## config.mk

```make
export PLATFORM = sky130hd
export DESIGN_NAME = led_pattern_sequencer
export DESIGN_NICKNAME = d
export VERILOG_FILES = /design/src/rtl/led_pattern_sequencer.sv
export SDC_FILE = /design/constraint.sdc
export NUM_CORES = 1
export LEC_CHECK = 0
export ABC_AREA = 1
export BUFFER_PORTS_ARGS = -buffer_cell sky130_fd_sc_hd__buf_2
export CAP_MARGIN = 20
export CORE_MARGIN = 5
export CORE_UTILIZATION = 45
export CTS_CLUSTER_DIAMETER = 200
export CTS_CLUSTER_SIZE = 28
export DETAILED_ROUTE_END_ITERATION = 8
export HOLD_SLACK_MARGIN = 0.05
export SYNTH_ARGS = -nofsm -noshare
export SYNTH_HDL_FRONTEND = slang
export SYNTH_SLANG_ARGS = --single-unit
```

## constraint.sdc

```tcl
create_clock -name clk -period 1.6 [get_ports clk]
set_input_delay 0 -clock clk [delete_from_list [all_inputs] [get_ports clk]]
set_output_delay 0 -clock clk [all_outputs]
set_load 0.01 [all_outputs]
```

## src/rtl/led_pattern_sequencer.sv

```systemverilog
// led_pattern_sequencer: debounced push-button steps through four LED blink
// patterns (OFF, SLOW, FAST, HEARTBEAT).
// The pattern is timed by a prescaled tick and a per-mode phase counter.
// led and mode are registered outputs.
module led_pattern_sequencer #(
    parameter int TICK_DIV  = 2700000,
    parameter int DB_CYCLES = 270000
) (
    input  logic       clk,
    input  logic       rst,
    input  logic       btn,
    output logic       led,
    output logic [1:0] mode
);

    localparam int TICK_W = $clog2(TICK_DIV);
    localparam int DB_W   = $clog2(DB_CYCLES);

    localparam logic [TICK_W-1:0] TICK_LAST = TICK_W'(TICK_DIV - 1);
    localparam logic [DB_W-1:0]   DB_LAST   = DB_W'(DB_CYCLES - 1);

    typedef enum logic [1:0] {
        MODE_OFF   = 2'd0,
        MODE_SLOW  = 2'd1,
        MODE_FAST  = 2'd2,
        MODE_HEART = 2'd3
    } mode_t;

    // Last phase index before wrapping back to 0 for each mode.
    function automatic logic [4:0] period_last(input mode_t m);
        case (m)
            MODE_OFF:   period_last = 5'd0;
            MODE_SLOW:  period_last = 5'd19;
            MODE_FAST:  period_last = 5'd3;
            MODE_HEART: period_last = 5'd9;
            default:    period_last = 5'd0;
        endcase
    endfunction

    // LED level for a given mode and phase.
    function automatic logic pattern_on(input mode_t m, input logic [4:0] ph);
        case (m)
            MODE_OFF:   pattern_on = 1'b0;
            MODE_SLOW:  pattern_on = (ph < 5'd10);
            MODE_FAST:  pattern_on = (ph < 5'd2);
            MODE_HEART: pattern_on = (ph == 5'd0) || (ph == 5'd2);
            default:    pattern_on = 1'b0;
        endcase
    endfunction

    // Mode order on each accepted press; wraps from HEARTBEAT back to OFF.
    function automatic mode_t next_mode(input mode_t m);
        case (m)
            MODE_OFF:   next_mode = MODE_SLOW;
            MODE_SLOW:  next_mode = MODE_FAST;
            MODE_FAST:  next_mode = MODE_HEART;
            MODE_HEART: next_mode = MODE_OFF;
            default:    next_mode = MODE_OFF;
        endcase
    endfunction

    logic              sync1_r;
    logic              btn_s;
    logic              db_state_r;
    logic [DB_W-1:0]   db_cnt_r;
    logic [TICK_W-1:0] tick_cnt_r;
    logic [4:0]        phase_r;
    mode_t             mode_r;
    logic              led_r;

    logic              db_state_s;
    logic [DB_W-1:0]   db_cnt_s;
    logic [TICK_W-1:0] tick_cnt_s;
    logic [4:0]        phase_s;
    mode_t             mode_s;
    logic              led_s;
    logic              press_s;
    logic              tick_s;

    // Two-flop synchronizer for the asynchronous button level.
    always_ff @(posedge clk or posedge rst) begin
        if (rst) begin
            sync1_r <= 1'b0;
            btn_s   <= 1'b0;
        end else begin
            sync1_r <= btn;
            btn_s   <= sync1_r;
        end
    end

    // Debounce, press detection, prescaler, phase and LED next-state logic.
    always_comb begin
        db_state_s = db_state_r;
        db_cnt_s   = db_cnt_r;
        tick_cnt_s = tick_cnt_r;
        phase_s    = phase_r;
        mode_s     = mode_r;
        press_s    = 1'b0;
        tick_s     = (tick_cnt_r == TICK_LAST);
        led_s      = pattern_on(mode_r, phase_r);

        // A level is accepted only after DB_CYCLES consecutive differing samples.
        if (btn_s == db_state_r) begin
            db_cnt_s = {DB_W{1'b0}};
        end else if (db_cnt_r == DB_LAST) begin
            db_state_s = btn_s;
            db_cnt_s   = {DB_W{1'b0}};
            press_s    = btn_s;
        end else begin
            db_cnt_s = db_cnt_r + DB_W'(1'b1);
        end

        // A press restarts the pattern and takes priority over a coincident tick.
        if (press_s) begin
            mode_s     = next_mode(mode_r);
            tick_cnt_s = {TICK_W{1'b0}};
            phase_s    = 5'd0;
        end else if (tick_s) begin
            tick_cnt_s = {TICK_W{1'b0}};
            if (phase_r >= period_last(mode_r)) begin
                phase_s = 5'd0;
            end else begin
                phase_s = phase_r + 5'd1;
            end
        end else begin
            tick_cnt_s = tick_cnt_r + TICK_W'(1'b1);
        end
    end

    // State register for debounce, mode, pattern timing and the LED output.
    always_ff @(posedge clk or posedge rst) begin
        if (rst) begin
            db_state_r <= 1'b0;
            db_cnt_r   <= {DB_W{1'b0}};
            tick_cnt_r <= {TICK_W{1'b0}};
            phase_r    <= 5'd0;
            mode_r     <= MODE_OFF;
            led_r      <= 1'b0;
        end else begin
            db_state_r <= db_state_s;
            db_cnt_r   <= db_cnt_s;
            tick_cnt_r <= tick_cnt_s;
            phase_r    <= phase_s;
            mode_r     <= mode_s;
            led_r      <= led_s;
        end
    end

    assign led  = led_r;
    assign mode = mode_r;

endmodule

```

==> flow_summary.yaml <==
run_status:
  outcome: "complete, but fails checks"
  violations: "setup timing"
timing:
  relSlewSlack: 0.650
  setup_violations: 5
  hold_ws_ns: 0.271
  clock.fmax_mhz: 603
  skew_ns: 0.00731
  worst_pin_slew_ns: 0.525
  post-route-min-period_ns: 1.66
  setup_tns_ns: -0.238
  hold_viol_final: 0
  drv_slew: 0
  timing.final.ws_setup_ns: -0.0588
  finalCritPeriodShare: 1.04
  rsz0062_at_grt: "yes"
worst_setup_path:
  cpMaxStageDelayCell: "dfrtp_2"
  cp.buffers_inverters: 4
  worstPathRequired_ns: 1.84
  reg2reg_slack_ns: -0.06
  critPathArrivalTime_ns: 1.90
  reg2reg_depth: 13
  endpoint: "phase_r[2]$_DFFE_PP0P_"
  cp-start-kind: "flip-flop"
  path_depth: 13
  max_stage_delay_ns: 0.43
  r2r_start: "mode[0]$_DFFE_PP0N_"
  timing.rr.end: "phase_r[2]$_DFFE_PP0P_"
  critical_path.max_fanout: 4
  endpoint_kind: "flip-flop"
  cp_common_cell: "nand2_1"
  crit_start: "mode[0]$_DFFE_PP0N_"
  critPathTopFamily: "simple AND/OR/NAND/NOR gates"
  worst-setup-path-type: "reg2reg"
  crit_path_cell_trace: "inv_2, ha_4, inv_4, ha_4, inv_2, nor2_1, nand3b_1, nand2_1, nor2_2, nand2_1, nand2_1, inv_1, nor2_1"
yosys:
  yosysSeqAreaShare: 0.400
  yosysTopAreaCell: "dfrtp_1"
  avgSynthCellArea_um2: 7.46
  yosysTopAreaCellShare: 0.400
  synthCells: 436
  synth_seq_cells: 52
  yosysWarnings: 0
  synth.most_common_cell: "nor2_1"
  synth_area_leaders: "dfrtp_1 40%, nor2_1 12%, nand2_1 11%"
  synth_enable_flop_cells: 0
  synth_nets: 452
  ys_types: 29
  synthArstFlopShare: 1.00
  syn_area_um2: 3250
  synth_common_cells: "101 x nor2_1, 94 x nand2_1, 52 x dfrtp_1"
  ys.flop_type: "dfrtp_1"
power_and_ir_drop:
  p_leak_nw: 1.74
  irDropWorstVdd_mv: 0.325
  power_density_nw_per_um2: 594
global_route:
  grt_pass1_wl_mm: 12.8
  first_global_vias: 2772
  grt_max_degree: 31
  groute.usage.overall: 0.178
  antenna_found_initial: 0
  grt_overflow: 0
layout:
  drive_gt1_frac: 0.204
  num_antenna_cells: 0
  layout-area-overhead-vs-synth_pct: 20.4
  multiInputGateArea_um2: 1890
  stdcell_area_um2: 3910
  fin_util: 0.548
  layout.nets: 495
  nFillCells: 699
  seqCellArea_um2: 1310
clock_network:
  cts_buffers: 5
  cts_tree: "done"
  cts.sinks: 52
  htreeDepth: 2
  cts_root_buf: "clkbuf_8"
  clockBufferDepth: 2
  insertion_delay_ns: 0.30
  path_clk_slew_ns: 0.10
floorplanning:
  die_h_um: 95.0
  fp.dieW_um: 95.0
  row_count: 31
  ioPinCount: 6
  initial_core_util: 0.456
  coreArea_um2: 7140
  die_area_um2: 9030
drt:
  firstDrtPassIters: 4
  wl_per_cell_um: 12.9
  drtIter0Drc: 112
  post-route-drc-count: 0
  wl_mm: 7.50
  routed_via_density: 4.89
  antenna_left: 0
  via_count: 2831
placement:
  hpwl_mm: 5.45
  place_area_um2: 3580
  place_congestion: 0.858
  io_buffer_count: 5
hold_path:
  hold_class: "in2async"
flow_run:
  max-cap-violations: 0
==> cell families (layout without fill, tap and decap cells) <==
kind of cell    count (synthesis)  in the layout  synth area share
compound gates                 13             13            0.0246
xor+xnor                       29             29            0.0781
fa+ha+maj                      13             13            0.0500
buf+inv                        56             98            0.0681
flops                          52             52             0.400
simple gates                  273            275             0.379
==> tightest hold or removal path, delay by kind of cell <==
family                 cells  cell delay (ns)
buffers and inverters      3             1.03
==> layer usage <==
layer  global-route usage  wire length, um  vias up
li1                     -                -     1450
met5                    0                0        -
met4               0.0361               96        0
met2                0.309             3760       39
met1                0.236             3400     1334
met3               0.0284              240        8
==> power by group <==
group          switching [mW]  total (mW)  leakage [nW]  internal, mW
logic                  0.0529      0.0829         0.982        0.0299
registers              0.0114        1.33         0.701          1.32
clock network           0.447       0.910        0.0541         0.464
total                   0.511        2.33          1.74          1.82
==> layout by cell type (no fill, tap or decap), types with 6 or more instances in the layout <==
cell type   n
nor2_1     98
nand2_1    94
dfrtp_1    49
inv_1      42
nand3_1    26
buf_4      26
xor2_1     22
nand4_1    11
nor2_2     11
inv_2      10
nor3_1     10
ha_1        8
xnor2_1     7
nand2_2     6
==> cell type report <==
class	instances	area share
inverter	55	0.0547
clock inverter	3	0.0109
timing repair buffer	35	0.0694
tap	99	0.0316
clock buffer	5	0.0176
sequential	52	0.333
multi-input combinational	330	0.482
==> sequential cells by signal, indices dropped and copies added, names as in the netlist <==
signal and count:
db_cnt_r 19, led 1, sync1_r 1, mode 2
db_state_r 1, tick_cnt_r 22, phase_r 5, btn_s 1
==> stage by stage <==
stage	setup slack, ns	total power, mW	cells
6_report	-0.0588	2.33	579
5_1_grt	-0.194	2.44	579
4_1_cts	-0.0632	2.36	571
3_5_place_dp	-0.0994	1.43	556
3_3_place_gp	-0.0416	1.42	556
2_1_floorplan	-0.0116	1.40	436
==> repair_timing <==
action / in CTS / in global routing
resized for setup: 7 / 16
hold endpoints to repair: 23 / 0
pin swaps: 7 / 11
setup endpoints to repair: 16 / 36
setup buffers: 4 / 7
hold buffers: 2 / 0
cloned: 1 / 1
==> worst min path at each step <==
| stage | startpoint | depth (start not counted) | endpoint |
|---|---|---|---|
| 2_1_floorplan | btn | 0 | sync1_r$_DFF_PP0_ |
| 3_3_place_gp | rst | 2 | db_cnt_r[12]$_DFF_PP0_ |
| 3_5_place_dp | rst | 2 | db_cnt_r[12]$_DFF_PP0_ |
| 4_1_cts | rst | 3 | db_cnt_r[12]$_DFF_PP0_ |
| 5_1_grt | btn | 2 | sync1_r$_DFF_PP0_ |
| 6_report | rst | 3 | db_cnt_r[12]$_DFF_PP0_ |
Power figures use the tool's default switching activity.
